`src/rtl/tnoc_weighted_round_robin_arbiter_if.sv`:
```
// Request/grant bundle between requesters and the weighted round-robin arbiter.
//   i_request      per-requester request
//   i_weight       per-requester weight, requester i at [i*WEIGHT_WIDTH +: WEIGHT_WIDTH]
//   i_free         release by the current holder (only the granted bit matters)
//   o_grant        one-hot (or zero) grant
//   o_grant_index  binary index of o_grant, 0 when no grant
//   o_busy         a grant is currently being held
// Modports: slave = arbiter side, master = requester side.
interface tnoc_weighted_round_robin_arbiter_if #(
  parameter int unsigned REQUESTS     = 2,
  parameter int unsigned WEIGHT_WIDTH = 4
);
  localparam int unsigned INDEX_WIDTH = $clog2(REQUESTS);

  logic [REQUESTS-1:0]              i_request;
  logic [REQUESTS*WEIGHT_WIDTH-1:0] i_weight;
  logic [REQUESTS-1:0]              i_free;
  logic [REQUESTS-1:0]              o_grant;
  logic [INDEX_WIDTH-1:0]           o_grant_index;
  logic                             o_busy;

  modport slave (
    input  i_request,
    input  i_weight,
    input  i_free,
    output o_grant,
    output o_grant_index,
    output o_busy
  );

  modport master (
    output i_request,
    output i_weight,
    output i_free,
    input  o_grant,
    input  o_grant_index,
    input  o_busy
  );
endinterface

```
`src/rtl/tnoc_weighted_round_robin_arbiter.sv`:
```
// Weighted round-robin arbiter. The current owner keeps winning while it requests
// and still has credit; otherwise the grant rotates to the next requester after the
// owner (owner checked last) and credit is reloaded from that requester's weight.
// With KEEP_RESULT=1 a grant is held until the holder asserts its free bit.
// Ports:
//   clk     clock
//   rst_n   asynchronous active-low reset
//   arb_if  slave side of the request/weight/free/grant/busy bundle
module tnoc_weighted_round_robin_arbiter #(
  parameter int unsigned REQUESTS     = 2,
  parameter int unsigned WEIGHT_WIDTH = 4,
  parameter bit          KEEP_RESULT  = 1'b1
) (
  input logic                            clk,
  input logic                            rst_n,
  tnoc_weighted_round_robin_arbiter_if.slave arb_if
);

  localparam int unsigned INDEX_WIDTH = $clog2(REQUESTS);
  typedef logic [INDEX_WIDTH-1:0]  index_t;
  typedef logic [WEIGHT_WIDTH-1:0] weight_t;

  logic [REQUESTS-1:0] owner_q, owner_d;
  weight_t             credit_q, credit_d;
  logic                busy_q, busy_d;

  weight_t             weight_array [REQUESTS];
  index_t              owner_index;
  index_t              rotate_index;
  logic                rotate_found;
  logic                keep_owner;
  index_t              winner_index;
  logic                grab;
  logic                free;
  weight_t             reload;

  // (base + offset) mod REQUESTS, with offset <= REQUESTS
  function automatic index_t wrap_add(index_t base, int unsigned offset);
    int unsigned sum;
    sum = 32'(base) + offset;
    if (sum >= REQUESTS) begin
      sum = sum - REQUESTS;
    end
    return index_t'(sum);
  endfunction

  always_comb begin
    for (int i = 0; i < REQUESTS; i++) begin
      weight_array[i] = arb_if.i_weight[i*WEIGHT_WIDTH +: WEIGHT_WIDTH];
    end
  end

  always_comb begin
    owner_index = '0;
    for (int i = 0; i < REQUESTS; i++) begin
      if (owner_q[i]) begin
        owner_index = index_t'(i);
      end
    end
  end

  // Scan owner+1 .. owner so the owner itself has lowest priority on rotation.
  always_comb begin
    rotate_found = 1'b0;
    rotate_index = owner_index;
    for (int unsigned k = 1; k <= REQUESTS; k++) begin
      if (!rotate_found && arb_if.i_request[wrap_add(owner_index, k)]) begin
        rotate_found = 1'b1;
        rotate_index = wrap_add(owner_index, k);
      end
    end
  end

  assign keep_owner   = arb_if.i_request[owner_index] && (credit_q != '0);
  assign winner_index = keep_owner ? owner_index : rotate_index;
  assign grab         = (|arb_if.i_request) && (!KEEP_RESULT || !busy_q);
  // Weight 0 behaves like weight 1: one round, no extra credit.
  assign reload       = (weight_array[rotate_index] == '0) ? '0
                                                           : weight_array[rotate_index] -
                                                             WEIGHT_WIDTH'(1);

  always_comb begin
    arb_if.o_grant       = '0;
    arb_if.o_grant_index = '0;
    if (rst_n) begin
      if (grab) begin
        arb_if.o_grant       = REQUESTS'(1) << winner_index;
        arb_if.o_grant_index = winner_index;
      end else if (busy_q) begin
        arb_if.o_grant       = owner_q;
        arb_if.o_grant_index = owner_index;
      end
    end
  end

  assign arb_if.o_busy = busy_q;
  assign free          = |(arb_if.i_free & arb_if.o_grant);

  always_comb begin
    owner_d  = owner_q;
    credit_d = credit_q;
    busy_d   = busy_q;
    if (grab) begin
      if (keep_owner) begin
        credit_d = credit_q - WEIGHT_WIDTH'(1);
      end else begin
        owner_d  = REQUESTS'(1) << rotate_index;
        credit_d = reload;
      end
    end
    if (KEEP_RESULT) begin
      // Free wins over grab, so a single-cycle packet never sets busy.
      if (free) begin
        busy_d = 1'b0;
      end else if (grab) begin
        busy_d = 1'b1;
      end
    end else begin
      busy_d = 1'b0;
    end
  end

  always_ff @(posedge clk or negedge rst_n) begin
    if (!rst_n) begin
      owner_q  <= REQUESTS'(1) << (REQUESTS - 1);
      credit_q <= '0;
      busy_q   <= 1'b0;
    end else begin
      owner_q  <= owner_d;
      credit_q <= credit_d;
      busy_q   <= busy_d;
    end
  end

endmodule

```
`src/flat_wrapper.sv`:
```
// flat-port wrapper written by rule: the top's interface ports become plain ports
module tnoc_weighted_round_robin_arbiter_flat 
#(
  parameter int unsigned REQUESTS     = 2,
  parameter int unsigned WEIGHT_WIDTH = 4,
  parameter bit          KEEP_RESULT  = 1'b1
)
  (clk, rst_n, arb_if_i_request, arb_if_i_weight, arb_if_i_free, arb_if_o_grant, arb_if_o_grant_index, arb_if_o_busy);
  tnoc_weighted_round_robin_arbiter_if #(.REQUESTS(REQUESTS), .WEIGHT_WIDTH(WEIGHT_WIDTH)) arb_if_i ();
  input logic clk;
  input logic rst_n;
  input wire logic [$bits(arb_if_i.i_request)-1:0] arb_if_i_request;
  input wire logic [$bits(arb_if_i.i_weight)-1:0] arb_if_i_weight;
  input wire logic [$bits(arb_if_i.i_free)-1:0] arb_if_i_free;
  output wire logic [$bits(arb_if_i.o_grant)-1:0] arb_if_o_grant;
  output wire logic [$bits(arb_if_i.o_grant_index)-1:0] arb_if_o_grant_index;
  output wire logic [$bits(arb_if_i.o_busy)-1:0] arb_if_o_busy;
  assign arb_if_i.i_request = arb_if_i_request;
  assign arb_if_i.i_weight = arb_if_i_weight;
  assign arb_if_i.i_free = arb_if_i_free;
  assign arb_if_o_grant = arb_if_i.o_grant;
  assign arb_if_o_grant_index = arb_if_i.o_grant_index;
  assign arb_if_o_busy = arb_if_i.o_busy;
  tnoc_weighted_round_robin_arbiter #(.REQUESTS(REQUESTS), .WEIGHT_WIDTH(WEIGHT_WIDTH), .KEEP_RESULT(KEEP_RESULT)) u_core (.clk(clk), .rst_n(rst_n), .arb_if(arb_if_i));
endmodule
```
`config.mk`:
```
export PLATFORM = sky130hd
export DESIGN_NAME = tnoc_weighted_round_robin_arbiter_flat
export DESIGN_NICKNAME = d
export VERILOG_FILES = /design/src/rtl/tnoc_weighted_round_robin_arbiter_if.sv /design/src/rtl/tnoc_weighted_round_robin_arbiter.sv /design/src/flat_wrapper.sv
export SDC_FILE = /design/constraint.sdc
export NUM_CORES = 1
export LEC_CHECK = 0
export BUFFER_PORTS_ARGS = -buffer_cell sky130_fd_sc_hd__buf_2
export CORE_MARGIN = 5
export CORE_UTILIZATION = 45
export CTS_CLUSTER_DIAMETER = 50
export DETAILED_ROUTE_END_ITERATION = 6
export PLACE_DENSITY_LB_ADDON = 0.1
export SYNTH_ARGS = -nofsm -noshare
export SYNTH_HDL_FRONTEND = slang
export SYNTH_SLANG_ARGS = --single-unit
export TNS_END_PERCENT = 10
```
`constraint.sdc`:
```
create_clock -name clk -period 3.95 [get_ports clk]
set_input_delay 0.79 -clock clk [delete_from_list [all_inputs] [get_ports clk]]
set_output_delay 0.79 -clock clk [all_outputs]
set_load 0.03 [all_outputs]
```
==> impl_metrics.env <==
export IMPL_run_status="finished clean"
export IMPL_clock_latency_ns=0.26
export IMPL_dominantRegCellSynth="dfrtp_1"
export IMPL_dieArea_sq_mm=0.00239
export IMPL_setup_tns_ns=0
export IMPL_synth_instances=79
export IMPL_remaining_drc_errors=0
export IMPL_portBuffers=17
export IMPL_layout_filler_cells=152
export IMPL_postSynth_asyncResetShare=1.00
export IMPL_drive_gt1_frac=0.320
export IMPL_cp_data_arrival_time_ns=1.99
export IMPL_timing_final_ws_setup_ns=1.17
export IMPL_timing_worst_slew_pin_value_ns=0.452
export IMPL_finalMaxSlewViolations=0
export IMPL_synth_enable_flop_cells=0
export IMPL_yosys_top_cells_count="6 x dfrtp_1, 6 x nor2_1, 6 x nor3_1"
export IMPL_power_density_mw_per_mm2=615
export IMPL_detail_route_iter0_violations=8
export IMPL_clock_power_share=0.142
export IMPL_endpoint_kind="output pin"
export IMPL_post_cts_buffers=0
export IMPL_synth_avg_cell_area_sq_um=8.62
export IMPL_final_hold_violation_count=0
export IMPL_yosysWarnings=0
export IMPL_clock_skew_ns=0.00656
export IMPL_final_period_utilization=0.703
export IMPL_route_vias_total=647
export IMPL_timing_reg2reg_setup_slack_ns=2.15
export IMPL_floorplan_rows=14
export IMPL_yosysTopAreaCell="dfrtp_1"
export IMPL_top_cells_by_area_synth="dfrtp_1 22%, nor3_1 4.4%, dfstp_2 3.9%"
export IMPL_route_final_wire_length_microns=1360
export IMPL_timing_critical_path_fanout_max=8
export IMPL_ff2ff_path_depth=6
export IMPL_finalSetupViolations=0
export IMPL_power_static_leakage_nw=0.335
export IMPL_crit_family="simple AND/OR/NAND/NOR gates"
export IMPL_fmax_ghz=0.360
export IMPL_synth_yosys_seq_area_share=0.259
export IMPL_irDropWorstVdd_uv=249
export IMPL_pre_cts_ws_ns=1.45
export IMPL_p_int_mw=0.265
export IMPL_pre_antenna_drt_iters=4
export IMPL_die_height_microns=48.9
export IMPL_cp_buffers_inverters=2
export IMPL_timing_critical_path_required_ns=3.16
export IMPL_global_placement_routability_congestion=0.867
export IMPL_tritoncts="built"
export IMPL_clock_sinks=7
export IMPL_post_synth_instance_area_sq_um=681
export IMPL_cp_depth=7
export IMPL_combinationalPowerShare=0.540
export IMPL_synth_cell_type_count=43
export IMPL_wl_per_cell_microns=12.0
export IMPL_vias_in_the_first_global_route=568
export IMPL_cts_resized=0
export IMPL_grt_first_pass_wirelength_microns=2440
export IMPL_max_cap_violations=0
export IMPL_insertedDiodeCount=0
export IMPL_cts_clk_slew_worst_paths_ns=0.06
export IMPL_cts_buffers=3
export IMPL_gr_usage_all_layers=0.126
export IMPL_floorplan_io_pins=18
export IMPL_sequentialPowerShare=0.318
export IMPL_critical_path_slowest_cell="nor3b_4"
export IMPL_timing_critical_path_from_type="flop"
export IMPL_die_x_microns=48.9
export IMPL_holdCritPathClass="in -> async"
export IMPL_avgViaCountPerCell=5.73
export IMPL_cts_root_buf="clkbuf_4"
export IMPL_synth_ff_latch_count=7
export IMPL_number_of_nets_with_antenna_violations_after_routing=0
export IMPL_number_of_antenna_violations_at_the_first_check_in_global_routing=0
export IMPL_unrepaired_setup_endpoints_after_global_routing="no"
export IMPL_grt_start_max_net_pins=14
export IMPL_finalCriticalPeriod_ns=2.78
export IMPL_post_dp_hpwl_microns=1120
export IMPL_slew_headroom=0.698
export IMPL_layout_area_overhead_pct=14.9
export IMPL_setup_worst_path_class="reg -> out"
export IMPL_max_clock_path_buffers=2
export IMPL_grt_remaining_overflow=0
export IMPL_slowest_delay_ns=0.43
export IMPL_postSynthNetCount=94
export IMPL_netlist_area_leader_share=0.221
export IMPL_netSwitchingPower_mw=0.216
export IMPL_design_final_nets=113
export IMPL_ctsHtreeMaxLevel=1
export IMPL_core_sq_mm=0.00147
export IMPL_crit_chain="inv_1 > ha_1 > nor3b_4 > xor2_2 > nand2_1 > a41o_1 > buf_2"
export IMPL_cts_hold_repair_buffers=0
export IMPL_switching_share=0.448
export IMPL_floorplan_initialDensity=0.463
==> path summary, 6_finish.rpt <==
kind                                              to          startpoint
min in group clk                   u_core.owner_q[0]   u_core.owner_q[0]
worst max register to register  u_core.arb_if.o_busy  u_core.credit_q[0]
worst min-delay path              u_core.credit_q[3]               rst_n
max in group asynchronous          u_core.owner_q[1]               rst_n
worst max-delay path               arb_if_o_grant[0]  u_core.credit_q[0]
worst min register to register     u_core.owner_q[0]   u_core.owner_q[0]
==> per-stage QoR <==
step	total power [mW]	instances	hold WS (ns)	util	instance area, sq um
finish	0.481	113	0.383	0.531	782
global route	0.523	113	0.394	0.531	782
CTS	0.486	113	0.383	0.531	782
detailed placement	0.417	109	0.505	0.514	756
global placement	0.417	109	0.495	0.514	756
floorplan	0.378	79	0.471	-	681
==> cells in the final DEF (no fill, tap or decap), types with 2 or more instances in the layout <==
| cell type | n |
|---|---|
| o21ai_0 | 3 |
| or2_2 | 2 |
| buf_2 | 17 |
| dfrtp_1 | 6 |
| inv_1 | 3 |
| nand2_1 | 4 |
| nor3_1 | 6 |
| clkbuf_4 | 3 |
| a21oi_1 | 3 |
| or2_1 | 2 |
| o21ai_1 | 3 |
| nor4b_1 | 2 |
| mux2i_1 | 2 |
| o211ai_1 | 2 |
| o22ai_1 | 2 |
| nand3_1 | 2 |
| nand2b_1 | 2 |
| o221ai_1 | 2 |
| nor2_1 | 6 |
==> routing by layer <==
metal | global-route usage | vias to the layer above | wire length [microns]
met1 | 0.159 | 285 | 676
met5 | 0 | - | 0
met2 | 0.189 | 18 | 564
li1 | - | 339 | -
met3 | 0.0214 | 5 | 70
met4 | 0.0942 | 0 | 46
==> sequential cells by signal, indices dropped and copies added, names as in the netlist <==
name and flops:
u_core.owner_q 2, u_core.arb_if.o_busy 1, u_core.credit_q 4
==> power groups by stage <==
stage | Combinational, mW | Sequential [mW] | Clock (mW)
after floorplan | 0.234 | 0.144 | 0
after global placement | 0.263 | 0.154 | 0
after detailed placement | 0.263 | 0.154 | 0
after CTS | 0.263 | 0.153 | 0.0698
after global routing | 0.291 | 0.159 | 0.0724
final | 0.260 | 0.153 | 0.0681
==> area by class of cell <==
cell class,instances,area [sq um],share of cell area
flip-flops and latches,7,176,0.226
well taps,16,20.0,0.0256
repair buffers,17,85.1,0.109
clock buffers,4,26.3,0.0336
inverters,3,11.3,0.0144
multi-input cells,66,463,0.592
==> cells by family (layout without fill, tap and decap cells) <==
family	after synthesis	count (layout)	share of synthesized area
adders and majority gates	1	1	0.0184
and+or+nand+nor	34	34	0.294
xor gates and xnor gates	1	1	0.0239
DFF	7	7	0.259
buffers and inverters	6	24	0.0607
muxes	4	4	0.0662
AOI/OAI and AO/OA	26	26	0.278
Note: power is estimated with default switching activity, not from simulation.
